File: config.mk
export PLATFORM = sky130hd
export DESIGN_NAME = clb_param
export DESIGN_NICKNAME = d
export VERILOG_FILES = /design/src/rtl/clb_param.sv
export SDC_FILE = /design/constraint.sdc
export NUM_CORES = 1
export LEC_CHECK = 0
export CAP_MARGIN = 20
export CELL_PAD_IN_SITES_DETAIL_PLACEMENT = 1
export CELL_PAD_IN_SITES_GLOBAL_PLACEMENT = 1
export CORE_MARGIN = 2
export CORE_UTILIZATION = 25
export DETAILED_ROUTE_END_ITERATION = 6
export PLACE_DENSITY = 0.57
export SLEW_MARGIN = 20
export SYNTH_ARGS = -nofsm -noshare
export SYNTH_HDL_FRONTEND = slang
export SYNTH_SLANG_ARGS = --single-unit
File: constraint.sdc
create_clock -name K -period 2.16 [get_ports K]
set_clock_uncertainty 0.15 [all_clocks]
set_input_delay 0.432 -clock K [delete_from_list [all_inputs] [get_ports K]]
set_output_delay 0.432 -clock K [all_outputs]
set_load 0.1 [all_outputs]
File: src/rtl/clb_param.sv
// Parameterised configurable logic block: N_LUT LUT/flip-flop channels
// programmed through a daisy-chainable serial configuration shift register.
module clb_param #(
  parameter int LUT_K = 4,
  parameter int N_LUT = 2
) (
  input  logic             K,
  input  logic             RST_N,
  input  logic             CFG_EN,
  input  logic             CFG_DIN,
  output logic             CFG_DOUT,
  output logic             CFG_DONE,
  input  logic [LUT_K-1:0] IN,
  input  logic             CE,
  input  logic             SR,
  output logic [N_LUT-1:0] O
);

  localparam int T        = 2 ** LUT_K;
  localparam int W        = T + 4;
  localparam int CFG_BITS = N_LUT * W;
  localparam int CW       = $clog2(CFG_BITS + 1);

  typedef enum logic [1:0] {
    UNCFG,
    LOAD,
    ACTIVE
  } state_t;

  state_t              state;
  state_t              state_nx;
  logic [CW-1:0]       cnt;
  logic [CW-1:0]       cnt_nx;
  logic [CFG_BITS-1:0] cfg;
  logic [N_LUT-1:0]    q;
  logic [N_LUT-1:0]    q_nx;
  logic [N_LUT-1:0]    f;
  logic [N_LUT-1:0]    o_act;
  logic                clr_q;
  logic                done_q;

  // Load sequencing: count captured bits, abort when enable drops mid-load.
  always_comb begin
    state_nx = state;
    cnt_nx   = cnt;
    clr_q    = 1'b0;
    unique case (state)
      UNCFG, ACTIVE: begin
        if (CFG_EN) begin
          state_nx = LOAD;
          cnt_nx   = CW'(1);
          clr_q    = 1'b1;
        end
      end
      LOAD: begin
        if (!CFG_EN) begin
          state_nx = UNCFG;
          cnt_nx   = '0;
        end else if (cnt == CW'(CFG_BITS - 1)) begin
          state_nx = ACTIVE;
          cnt_nx   = '0;
        end else begin
          cnt_nx = cnt + 1'b1;
        end
      end
      default: begin
        state_nx = UNCFG;
        cnt_nx   = '0;
      end
    endcase
  end

  // State, bit counter and registered done flag.
  always_ff @(posedge K) begin
    if (!RST_N) begin
      state  <= UNCFG;
      cnt    <= '0;
      done_q <= 1'b0;
    end else begin
      state  <= state_nx;
      cnt    <= cnt_nx;
      done_q <= (state_nx == ACTIVE);
    end
  end

  // Configuration shift register, first bit in ends up at the MSB.
  always_ff @(posedge K) begin
    if (!RST_N) begin
      cfg <= '0;
    end else if (CFG_EN) begin
      cfg <= {cfg[CFG_BITS-2:0], CFG_DIN};
    end
  end

  for (genvar i = 0; i < N_LUT; i++) begin : g_ch
    logic [W-1:0]     ch;
    logic [T-1:0]     tt;
    logic [LUT_K-1:0] addr;
    logic [1:0]       srm;

    assign ch   = cfg[i*W +: W];
    assign tt   = ch[T-1:0];
    assign srm  = ch[T+3:T+2];
    assign addr = ch[T+1] ? {q[i], IN[LUT_K-2:0]} : IN;
    assign f[i] = tt[addr];

    assign q_nx[i] = (SR && srm == 2'b01) ? 1'b0 :
                     (SR && srm == 2'b10) ? 1'b1 : f[i];

    assign o_act[i] = ch[T] ? q[i] : f[i];
  end

  // Channel flip-flops: cleared when a new load starts, clocked in ACTIVE.
  always_ff @(posedge K) begin
    if (!RST_N) begin
      q <= '0;
    end else if (clr_q) begin
      q <= '0;
    end else if (state == ACTIVE && CE) begin
      q <= q_nx;
    end
  end

  assign O        = (state == ACTIVE) ? o_act : '0;
  assign CFG_DOUT = cfg[CFG_BITS-1];
  assign CFG_DONE = done_q;

endmodule

==> impl_metrics.csv, run 1 <==
group,metric,value,unit
cts,clk_pin_slew,0.10,ns
sta,slew_headroom,77.2,%
status,violations,"setup timing",
drt,vias,1635,
drt,via_per_inst,4.40,
cells_and_area,drive_gt1_share,22.2,%
cells_and_area,final_util,31.6,%
critical_path,crit_type,"reg2out",
critical_path,required,1.58,ns
drt,wire_per_inst,13.7,um
cts,ctsHtreeMaxLevel,2,
floorplanning,fp-row-count,35,
grt,grt_max_degree,52,
cells_and_area,final_cells,372,
drt,drt_iter0_markers,24,
critical_path,r2r_start,"cfg[7]",
power,ir_drop,338,uV
synth,syn-cell-area,2380,um2
cells_and_area,areaGrowthSynthToFinish,22.6,%
grt,grt_use_met3,2.28,%
place,port_buffers,13,
sta,max_freq,0.407,GHz
sta,period_share,114,%
synth,netlist_instances,215,
cts,cts_made_buffers,5,
cts,clockRootBuffer,"clkbuf_8",
min_path,hold_class,"in2reg",
critical_path,worstPathArrival,1.88,ns
drt,drt_pass1_iterations,4,
cells_and_area,finalNetCount,253,
power,power_leakage,1.12,nW
sta,setup_violations,2,
place,dp_hpwl,3510,um
synth,postSynthAreaPerCell,11.1,um2
critical_path,crit_fanout,2,
sta,rsz0062_at_grt,"true",
job,max_cap_viol_count,0,
sta,worst_slack,-0.298,ns
place,dp.cells,363,
grt,grt_pass1_wl,8880,um
grt,first_global_vias,1764,
floorplanning,die_y,102,um
floorplanning,io_pins,14,
critical_path,endpoint_kind,"primary output",
cells_and_area,diodes,0,
floorplanning,start_util,25.8,%
grt,antenna_found_initial,0,
grt,use_met2,18.2,%
sta,drv_slew,0,
sta,tns,-0.564,ns
synth,synthDistinctLibCells,31,
cts,cts_tree,"yes",
synth,ys_seq_area_share,42.8,%
power,p_per_area,605,nW/um2
sta,post-route-min-period,2.46,ns
critical_path,cp-startpoint,"cfg[7]",
drt,finalWirelength,5090,um
cells_and_area,postLayoutCellArea,2920,um2
synth,synth_nets,226,
synth,ys_ff_latch,51,
floorplanning,die-width,102,um
sta,tightest_slew,0.343,ns
floorplanning,die-area,10300,um2
cts,cts.path.max_buffers,2,
drt,remaining_drc_errors,0,
place,place_area,2830,um2
floorplanning,design.core.area,9240,um2
drt,ant_nets,0,
cts,cts_num_sinks,51,
critical_path,startpoint_type,"register",
min_path,hp-start,"CFG_EN",
synth,yosys_warnings,0,
grt,track_usage,11.0,%
status,status,"complete, but fails checks",
place,dpl_worst_slack,-0.842,ns
cts,clock_latency,0.30,ns
sta,hold_viol,0,
place,place.gp.congestion,0.730,
grt,overflow,0,
grt,grt.busiest_layer,"met2",
grt,met1_usage,14.5,%
[path summary, 6_finish.rpt]
path	to	slack [ns]	cells past startpoint
setup reg to reg	q[0]	0.42	6
hold / removal	cfg[0]	0.36	3
setup / recovery	O[0]	-0.30	6
hold reg to reg	cfg[19]	0.38	2
[layout make-up]
type | instances | area, um2
Clock inverter | 2 | 38.8
Inverter | 3 | 11.3
Timing Repair Buffer | 34 | 334
Clock buffer | 6 | 72.6
Tap cell | 129 | 161
Sequential cell | 51 | 1030
Multi-Input combinational cell | 147 | 1280
Fill cell | 1030 | 6320
[kinds of logic after synthesis]
kind of cell / Yosys count / synth area share (%)
AO/OA/AOI/OAI: 19 / 5.56
buffers and inverters: 17 / 3.31
AND/OR/NAND/NOR: 67 / 17.3
XOR/XNOR: 2 / 0.735
multiplexers: 58 / 29.8
adder cells (fa/ha/maj): 1 / 0.525
flip-flops: 51 / 42.8
[flip-flops by register name, summed over array words and instances (netlist names)]
name / flops
cfg: 40
cnt: 6
q: 2
state: 2
CFG_DONE: 1
[layout by cell type, fill, tap and decap left out, types with 2 or more instances in the layout]
master           Yosys  routed
mux2i_1             50      48
dfxtp_1             51      45
nor2b_1             43      43
buf_4                1      19
mux4_2               0       8
dfxtp_2              0       6
a21oi_1              5       5
clkbuf_8             0       5
clkdlybuf4s50_1      0       5
buf_12               0       5
nand3_1              4       4
and2_1               4       4
nand2_1              3       3
inv_1                3       3
o211ai_1             3       3
o32ai_1              3       3
nand2b_1             2       2
mux2i_2              0       2
nor2_4               0       2
and3_1               2       2
nand4b_1             2       2
o21bai_1             2       2
o22ai_1              2       2
nor3b_1              2       2
xnor2_1              2       2
buf_2                3       2
buf_6                1       2
[metal layers]
| layer | wire length, um | share of wire, % | up-vias |
|---|---|---|---|
| li1 | - | - | 815 |
| met1 | 2520 | 50 | 806 |
| met4 | 42 | 0.83 | 0 |
| met3 | 90 | 1.8 | 2 |
| met2 | 2430 | 48 | 12 |
| met5 | 0 | 0 | - |
[what timing repair did]
item / 4_1_cts / 5_1_grt
hold buffers: 0 / 0
buffers inserted: 2 / 0
gates cloned: 0 / 0
endpoints found under the setup margin: 4 / 2
gates resized for setup: 26 / 1
pin swaps: 1 / 1
[worst max-delay path: stages (launching register included)]
cell	delay (ns)
dfxtp_2	0.34
mux4_2	0.47
mux2i_1	0.16
mux2i_1	0.12
mux2i_1	0.25
nor2_4	0.06
buf_12	0.17
[metrics by stage]
| stage | total power [mW] | hold WS [ns] |
|---|---|---|
| finish | 1.77 | 0.363 |
| global route | 1.85 | 0.389 |
| CTS | 1.80 | 0.375 |
| detailed placement | 1.11 | 0.374 |
| global placement | 1.11 | 0.366 |
| floorplan | 1.05 | 0.331 |
[synth_stat cells]
cell type | count | area (um2)
a21boi_0 | 1 | 7.51
nand3_1 | 4 | 20.0
a21oi_1 | 5 | 25.0
o21bai_1 | 2 | 15.0
mux4_1 | 8 | 210
xnor2_1 | 2 | 17.5
buf_2 | 3 | 15.0
o32ai_1 | 3 | 26.3
inv_1 | 3 | 11.3
nand2_1 | 3 | 11.3
o211ai_1 | 3 | 22.5
o21ai_0 | 1 | 5.00
buf_6 | 1 | 11.3
clkbuf_1 | 9 | 33.8
o211a_1 | 1 | 10.0
nor2b_1 | 43 | 269
dfxtp_1 | 51 | 1020
nand4b_1 | 2 | 17.5
and2_1 | 4 | 25.0
buf_4 | 1 | 7.51
nor2_1 | 2 | 7.51
ha_1 | 1 | 12.5
nand3b_1 | 1 | 7.51
or3b_2 | 1 | 8.76
o22ai_1 | 2 | 12.5
nor3b_1 | 2 | 15.0
mux2i_1 | 50 | 500
o311ai_0 | 1 | 8.76
nor3_1 | 1 | 5.00
and3_1 | 2 | 12.5
nand2b_1 | 2 | 12.5
[power by group]
group	switching (mW)	leakage, nW	internal [mW]
Clock	0.335	0.0558	0.351
Sequential	0.00492	0.415	0.945
Combinational	0.0633	0.646	0.0697
No activity file was read; power rests on OpenSTA's default activity.
==> run 2, diff against run 1 <==
ABC_AREA = 1   (was unset)
CAP_MARGIN = unset   (was 20)
PLACE_DENSITY = 0.61   (was 0.57)
==> impl_metrics.csv, run 2 <==
group,metric,value,unit
critical_path,worstPathArrival,1.53,ns
grt,track_usage,12.8,%
floorplanning,io_pins,14,
grt,grt_max_degree,56,
floorplanning,die_y,99.9,um
sta,tightest_slew,0.492,ns
grt,grt_pass1_wl,10500,um
critical_path,crit_chain,"buf_12 > buf_8 > nor2_4 > nor2_2 > nand2_1 > nand3_2 > nand3b_1 > nand2_2 > o21ai_2 > inv_2 > buf_12",
power,power.share.clock,34.5,%
critical_path,cp-startpoint,"IN[0]",
synth,synthArstFlopShare,0,%
cts,clk_pin_slew,0.10,ns
synth,ys_ff_latch,51,
critical_path,ff2ff_setup_slack,0.54,ns
cells_and_area,largest_reg_flops,40,
sta,rsz0062_at_grt,"true",
cts,ctsHtreeMaxLevel,2,
status,status,"complete, no violations",
sta,tns,0,ns
cts,holdBufCountCts,0,
cells_and_area,diodes,0,
sta,setup_violations,0,
critical_path,reg2reg_to,"q[0]",
drt,via_per_inst,4.64,
drt,drt_pass1_iterations,4,
critical_path,cp-endpoint,"O[1]",
floorplanning,die-area,9980,um2
sta,period_share,98.0,%
critical_path,cp_num_cells,11,
place,dpl_worst_slack,-0.477,ns
synth,synth_nets,338,
critical_path,path_buf_inv,4,
cts,cts.path.max_buffers,2,
sta,post-route-min-period,2.12,ns
floorplanning,start_util,26.1,%
cells_and_area,reg.largest.list,"cfg x40, cnt x6",
sta,max_freq,0.473,GHz
critical_path,worst_path_most_repeated_cell,"buf_12",
cts,cts_tree,"yes",
cts,clock_latency,0.31,ns
critical_path,crit_fanout,5,
drt,ant_nets,0,
power,pwr-share-comb,14.8,%
critical_path,cp_top_family,"simple AND/OR/NAND/NOR gates",
synth,syn-cell-area,2300,um2
cts,cts_num_sinks,51,
synth,yosysMostFrequentCell,"nand2_1",
drt,vias,2140,
drt,remaining_drc_errors,0,
sta,drv_slew,0,
place,place.gp.congestion,0.729,
cells_and_area,layout_common_cells,"52 x nand2_1, 51 x a21oi_1, 45 x o21ai_0",
min_path,hold_class,"reg2reg",
floorplanning,design.core.area,8810,um2
synth,synth_area_leaders,"dfxtp_1 44%, a21oi_1 11%, o21ai_0 10%",
grt,overflow,0,
synth,yosys_warnings,0,
critical_path,crit_type,"in2out",
critical_path,endpoint_kind,"primary output",
place,port_buffers,13,
drt,finalWirelength,6080,um
power,internal_power,1.49,mW
critical_path,startpoint_type,"primary input",
synth,yosys.area.top_type,"dfxtp_1",
sta,slew_headroom,67.2,%
cells_and_area,areaGrowthSynthToFinish,24.3,%
synth,netlist_instances,327,
drt,drt_iter0_markers,39,
synth,ys_seq_area_share,44.4,%
power,ir_drop,230,uV
critical_path,required,1.58,ns
cts,clockRootBuffer,"clkbuf_8",
sta,hold_viol,0,
job,max_cap_viol_count,0,
synth,synth_edf_count,0,
cells_and_area,nFillCells,1090,
synth,postSynthAreaPerCell,7.03,um2
synth,synthDistinctLibCells,18,
sta,worst_slack,0.0442,ns
cells_and_area,finalNetCount,363,
power,switching_share,26.3,%
grt,first_global_vias,2231,
cells_and_area,drive_gt1_share,20.4,%
cts,cts_made_buffers,5,
synth,synth_top_area_share,44.4,%
cells_and_area,final_util,32.5,%
power,power_switching,0.532,mW
grt,antenna_found_initial,0,
cells_and_area,regMostFlops,"cfg",
cells_and_area,layout_commonest_cell,"nand2_1",
floorplanning,fp-row-count,34,
synth,synth_ff_type,"dfxtp_1",
power,p_per_area,708,nW/um2
critical_path,r2r_start,"cfg[12]",
power,power_leakage,1.19,nW
floorplanning,die-width,99.9,um
place,dp_hpwl,4290,um
power,seqPwrFrac,50.6,%
critical_path,reg2reg_depth,11,
drt,wire_per_inst,13.2,um
critical_path,cp_slowest_cell,"buf_12",
critical_path,cpPeakStageDelay,0.16,ns
synth,synthTopCellsByCount,"53 x nand2_1, 52 x a21oi_1, 51 x dfxtp_1",
-- run 2: cell types whose count changed in the layout (fill, tap and decap cells not counted), moves of 10 or more --
cell,before,now
inv_2,0,10
a21oi_1,5,51
mux2i_1,48,0
nand2_1,3,52
inv_1,3,32
o21ai_0,1,45
nor2_1,0,21
nor2b_1,43,0
nand3_1,4,23
-- run 2: worst min-delay path by stage --
stage / from / endpoint / slack, ns / cells after the start
2_1_floorplan: cfg[1] / cfg[2] / 0.29 / 2
3_3_place_gp: cfg[6] / cfg[7] / 0.31 / 2
3_5_place_dp: cfg[6] / cfg[7] / 0.31 / 2
4_1_cts: CFG_EN / cnt[0] / 0.31 / 2
5_1_grt: CFG_EN / cnt[0] / 0.34 / 2
6_report: cfg[6] / cfg[7] / 0.31 / 2
-- run 2: final cells by class --
type	count	area, um2	share of cell area (%)
clock inverter	2	35.0	1.23
inverter	42	158	5.52
multi-input combinational	217	1070	37.6
clock buffer	6	82.6	2.89
timing repair buffer	35	342	12.0
tap	108	135	4.73
sequential	51	1030	36.1
-- run 2: cell families after synthesis --
logic type	count (synthesis)	synth area share (%)
AO/OA/AOI/OAI	101	22.2
adder cells (fa/ha/maj)	1	0.544
buffers and inverters	59	11.5
flip-flops	51	44.4
AND/OR/NAND/NOR	115	21.3
-- run 2: tightest hold or removal path: stages, from the launching register on --
cell,delay (ns)
dfxtp_1,0.31
inv_1,0.06
a21oi_1,0.06
-- run 2: per-stage QoR --
step	cell area (um2)	cells	total power, mW	hold slack, ns
5_1_grt	2860	461	2.14	0.337
3_3_place_gp	2600	447	1.30	0.311
6_report	2860	461	2.02	0.315
2_1_floorplan	2300	327	1.21	0.290
4_1_cts	2760	458	2.04	0.313
3_5_place_dp	2600	447	1.31	0.312
-- run 2: per-layer routing --
layer / vias up / share of wire (%) / GRT usage, %
li1: 1115 / - / -
met1: 1003 / 49 / 16.8
met2: 15 / 48 / 21.8
met3: 7 / 2.0 / 2.44
met4: 0 / 0.94 / 3.16
met5: - / 0 / 0
-- run 2: power groups by stage --
| stage | Sequential (mW) | Combinational (mW) | Clock (mW) |
|---|---|---|---|
| 3_3_place_gp | 1.04 | 0.264 | 0 |
| 4_1_cts | 1.02 | 0.284 | 0.734 |
| 3_5_place_dp | 1.04 | 0.270 | 0 |
| 2_1_floorplan | 1.04 | 0.173 | 0 |
| 6_report | 1.02 | 0.300 | 0.699 |
| 5_1_grt | 1.03 | 0.342 | 0.764 |
-- run 2: repair_timing --
item                       in CTS  in global routing
pin swaps                       3                 14
setup endpoints to repair       2                  2
gates resized for setup        25                 36
cloned                          1                  2
buffers inserted                2                  2
==> RTL edit 1, RTL diff (settings of run 2) <==
Put a register stage on the outputs `CFG_DOUT` and `O`, cleared by the reset. The values now appear one clock later. The other outputs are not delayed to match.
--- a/src/rtl/clb_param.sv
+++ b/src/rtl/clb_param.sv
@@ -123,4 +123,11 @@
 
-  assign O        = (state == ACTIVE) ? o_act : '0;
-  assign CFG_DOUT = cfg[CFG_BITS-1];
+  always_ff @(posedge K) begin
+    if (!RST_N) begin
+      CFG_DOUT <= '0;
+      O        <= '0;
+    end else begin
+      CFG_DOUT <= cfg[CFG_BITS-1];
+      O        <= (state == ACTIVE) ? o_act : '0;
+    end
+  end
   assign CFG_DONE = done_q;
Function: same outputs for any inputs over 10 cycles, from zero or initial values and one cycle with RST_N low; that may be too few to reach the edited logic, so the function may still have changed.
==> RTL edit 1 against run 2 <==
Sequential cell count rose by 3; synthesized area rose by 1.9%; design area fell by 6.2%; wire length fell by 6.5%; setup slack improved by 0.31 ns; combinational power fell by 20%; die area rose by 1.8%; total power rose by 0.55%; global-route usage fell by 0.58 points; count of clock-buffer cells in the layout fell by 1; critical path type is now input port to flop; critical endpoint is now O[1]; highest routed layer unchanged.
==> RTL edit 1: results (changes against run 2) <==
\begin{tabular}{lr}
\hline
Metric & Value \\
\hline
\multicolumn{2}{l}{\textbf{Run status}} \\
\quad Status & finished, final reports clean \\
\multicolumn{2}{l}{\textbf{Routing}} \\
\quad Final WL & 5680 um (-6.5\%) \\
\quad 1st-iter DRT viols & 92 (+140\%) \\
\quad Routed wire length on met2 & 2630 um (-9.8\%) \\
\quad Post-route met1 wirelength & 2850 um (-4.5\%) \\
\multicolumn{2}{l}{\textbf{Clock network}} \\
\quad CTS resizes & 0 (-100\%) \\
\quad Post-CTS repair timing setup buffer count & 0 (-2) \\
\multicolumn{2}{l}{\textbf{Power}} \\
\quad Pleak & 1.13 nW (-5.0\%) \\
\quad Worst VDD drop & 0.274 mV (+19\%) \\
\multicolumn{2}{l}{\textbf{Finish}} \\
\quad Layout filler cell count & 1127 (+3.4\%) \\
\quad Post-layout nets & 347 (-4.4\%) \\
\multicolumn{2}{l}{\textbf{Critical path}} \\
\quad Setup slack of the most critical reg-to-reg path & 0.64 ns (+0.10 ns) \\
\quad Worst r2r path cells & 6 (-5) \\
\multicolumn{2}{l}{\textbf{STA}} \\
\quad Hold slack & 0.320 ns (+0.00535 ns) \\
\quad Final period util & 83.7\% (-14 points) \\
\multicolumn{2}{l}{\textbf{Global route}} \\
\quad Global-route wire length before repair & 10000 um (-4.3\%) \\
\quad Vias in the first global route & 2130 (-4.5\%) \\
\quad GR Util All Layers & 12.2\% (-0.58 points) \\
\quad Routing usage on met2 & 20.7\% (-1.2 points) \\
\quad Largest net degree at the start of global routing & 64 (+14\%) \\
\quad Met3 usage & 2.36\% (-0.079 points) \\
\multicolumn{2}{l}{\textbf{Placed design}} \\
\quad Instance area after placement & 2560 um2 (-1.3\%) \\
\quad Dpl hpwl & 4040 um (-5.7\%) \\
\quad Number of placed instances with taps included & 440 (-1.6\%) \\
\multicolumn{2}{l}{\textbf{Logic synthesis}} \\
\quad Ranking of synthesized cells by instance count & 54 x sky130\_fd\_sc\_hd\_\_dfxtp\_1, 49 x sky130\_fd\_sc\_hd\_\_nand2\_1, 49 x sky130\_fd\_sc\_hd\_\_o21ai\_0 \\
\quad Unique cell type count in the Yosys netlist & 20 (+2) \\
\multicolumn{2}{l}{\textbf{Hold path}} \\
\quad Endpoint, Worst Hold & CFG\_DOUT \\
\hline
\end{tabular}
[RTL edit 1: logic make-up after synthesis]
| group | Yosys count | share of synthesized area [%] |
|---|---|---|
| buf+inv | 63 | 11.2 |
| compound gates | 100 | 21.8 |
| flops | 54 | 46.2 |
| fa+ha+maj | 1 | 0.534 |
| simple gates | 111 | 20.3 |
[RTL edit 1: area by class of cell]
| type | instances | share of cell area, % |
|---|---|---|
| flip-flops and latches | 54 | 40.3 |
| multi-input cells | 212 | 37.2 |
| repair buffers | 18 | 6.63 |
| inverters | 45 | 6.30 |
| well taps | 111 | 5.18 |
| clock buffers | 5 | 2.57 |
| clock inverters | 3 | 1.77 |
[RTL edit 1: power by group through the flow]
stage	combinational, mW	clock (mW)	sequential (mW)
6_report	0.239	0.721	1.07
5_1_grt	0.280	0.784	1.08
4_1_cts	0.244	0.751	1.07
3_5_place_dp	0.243	0	1.10
3_3_place_gp	0.238	0	1.10
2_1_floorplan	0.169	0	1.09
==> RTL edit 2, RTL diff (settings of run 2) <==
Without the edit above. Change the parameter `N_LUT` from 2 to 4.
--- a/src/rtl/clb_param.sv
+++ b/src/rtl/clb_param.sv
@@ -4,3 +4,3 @@
   parameter int LUT_K = 4,
-  parameter int N_LUT = 2
+  parameter int N_LUT = 4
 ) (
Ports: changed (resized O); port bits go from 14 to 16. The function was not compared with the original's and may differ.
==> RTL edit 2 against run 2 <==
The flow now finishes with violations (setup timing); total power rose by 110%; synthesized area rose by 82%; core utilization rose by 1.0 points; wire length rose by 100%; register-to-register slack got worse by 0.67 ns; design area rose by 93%; combinational power rose by 110%; die area rose by 78%; via count rose by 87%; non-clock buffer count rose by 28; sequential cell count rose by 43; maximum frequency fell by 7.6%; setup slack got worse by 0.17 ns; critical path type is now flop to flop.
==> RTL edit 2: results (changes against run 2) <==
\begin{tabular}{lr}
\hline
Metric & Value \\
\hline
\multicolumn{2}{l}{\textbf{Finish}} \\
\quad Proportion of cell area spent on the clock network & 5.38\% (+1.3 points) \\
\quad Storage cell area & 1910 um2 (+85\%) \\
\quad Number of non-clock inverters & 78 (+86\%) \\
\quad Synth-to-layout area growth & 31.9\% \\
\quad Layout buffering overhead excluding clock cells & 12.7\% (+0.80 points) \\
\quad Layout filler cell count & 2001 (+84\%) \\
\multicolumn{2}{l}{\textbf{Clock network}} \\
\quad CTS resizes & 60 (+140\%) \\
\quad Post-CTS repair timing setup buffer count & 24 (+22) \\
\quad Insertion delay of the later-clocked pin in the worst-skew pair & 0.35 ns (+0.04 ns) \\
\multicolumn{2}{l}{\textbf{Placed design}} \\
\quad Buffers on Ports & 15 (+2) \\
\quad Number of placed instances with taps included & 822 (+84\%) \\
\multicolumn{2}{l}{\textbf{Logic synthesis}} \\
\quad Netlist Area Pre-Place & 4180 um2 (+82\%) \\
\quad Mean instance size in the synthesized netlist & 6.92 um2 (-1.5\%) \\
\quad Nets in the synthesized netlist & 615 (+82\%) \\
\quad Complex-gate fraction of the synthesized area & 22.5\% (+0.30 points) \\
\quad Sequential share of the synthesized area & 45.0\% (+0.60 points) \\
\quad Unique cell type count in the Yosys netlist & 23 (+5) \\
\multicolumn{2}{l}{\textbf{Run status}} \\
\quad Status & complete, but fails checks \\
\quad Failing checks & setup timing \\
\multicolumn{2}{l}{\textbf{Global route}} \\
\quad GR Util met1 & 18.2\% (+1.5 points) \\
\quad Largest net degree at the start of global routing & 114 (+100\%) \\
\multicolumn{2}{l}{\textbf{STA}} \\
\quad Hold slack & 0.242 ns (-0.0729 ns) \\
\quad Final WS setup & -0.129 ns (-0.173 ns) \\
\quad Number of setup violations in the final report & 5 (+5) \\
\multicolumn{2}{l}{\textbf{Routing}} \\
\quad Post-DR wirelength/cell & 14.3 um (+8.3\%) \\
\quad Post-route met1 wirelength & 5890 um (+97\%) \\
\multicolumn{2}{l}{\textbf{Power}} \\
\quad Clock power frac & 39.3\% (+4.8 points) \\
\quad Clock group & 1.64 mW (+130\%) \\
\quad Switching fraction of total power & 25.9\% (-0.35 points) \\
\multicolumn{2}{l}{\textbf{Critical path}} \\
\quad Worst reg2reg startpoint & cfg[37] \\
\quad Crit path capture & q[1] \\
\quad Crit-path max cell delay & 0.37 ns (+0.21 ns) \\
\quad Crit path max-delay family & buffers and inverters \\
\multicolumn{2}{l}{\textbf{Hold path}} \\
\quad Class of the tightest hold or removal check & input port to flop \\
\hline
\end{tabular}
-- RTL edit 2: worst register-to-register path: stages, from the launching register on --
cell and delay, ns:
sky130_fd_sc_hd__dfxtp_4 0.37, sky130_fd_sc_hd__nor2_2 0.04, sky130_fd_sc_hd__a21oi_2 0.14, sky130_fd_sc_hd__buf_4 0.14, sky130_fd_sc_hd__nand3_4 0.07, sky130_fd_sc_hd__buf_6 0.12
sky130_fd_sc_hd__buf_4 0.11, sky130_fd_sc_hd__buf_4 0.12, sky130_fd_sc_hd__buf_4 0.12, sky130_fd_sc_hd__buf_4 0.12, sky130_fd_sc_hd__buf_4 0.12, sky130_fd_sc_hd__buf_4 0.12
sky130_fd_sc_hd__buf_4 0.12, sky130_fd_sc_hd__buf_4 0.12, sky130_fd_sc_hd__nand3_2 0.05, sky130_fd_sc_hd__nand2_1 0.05, sky130_fd_sc_hd__a21oi_1 0.12
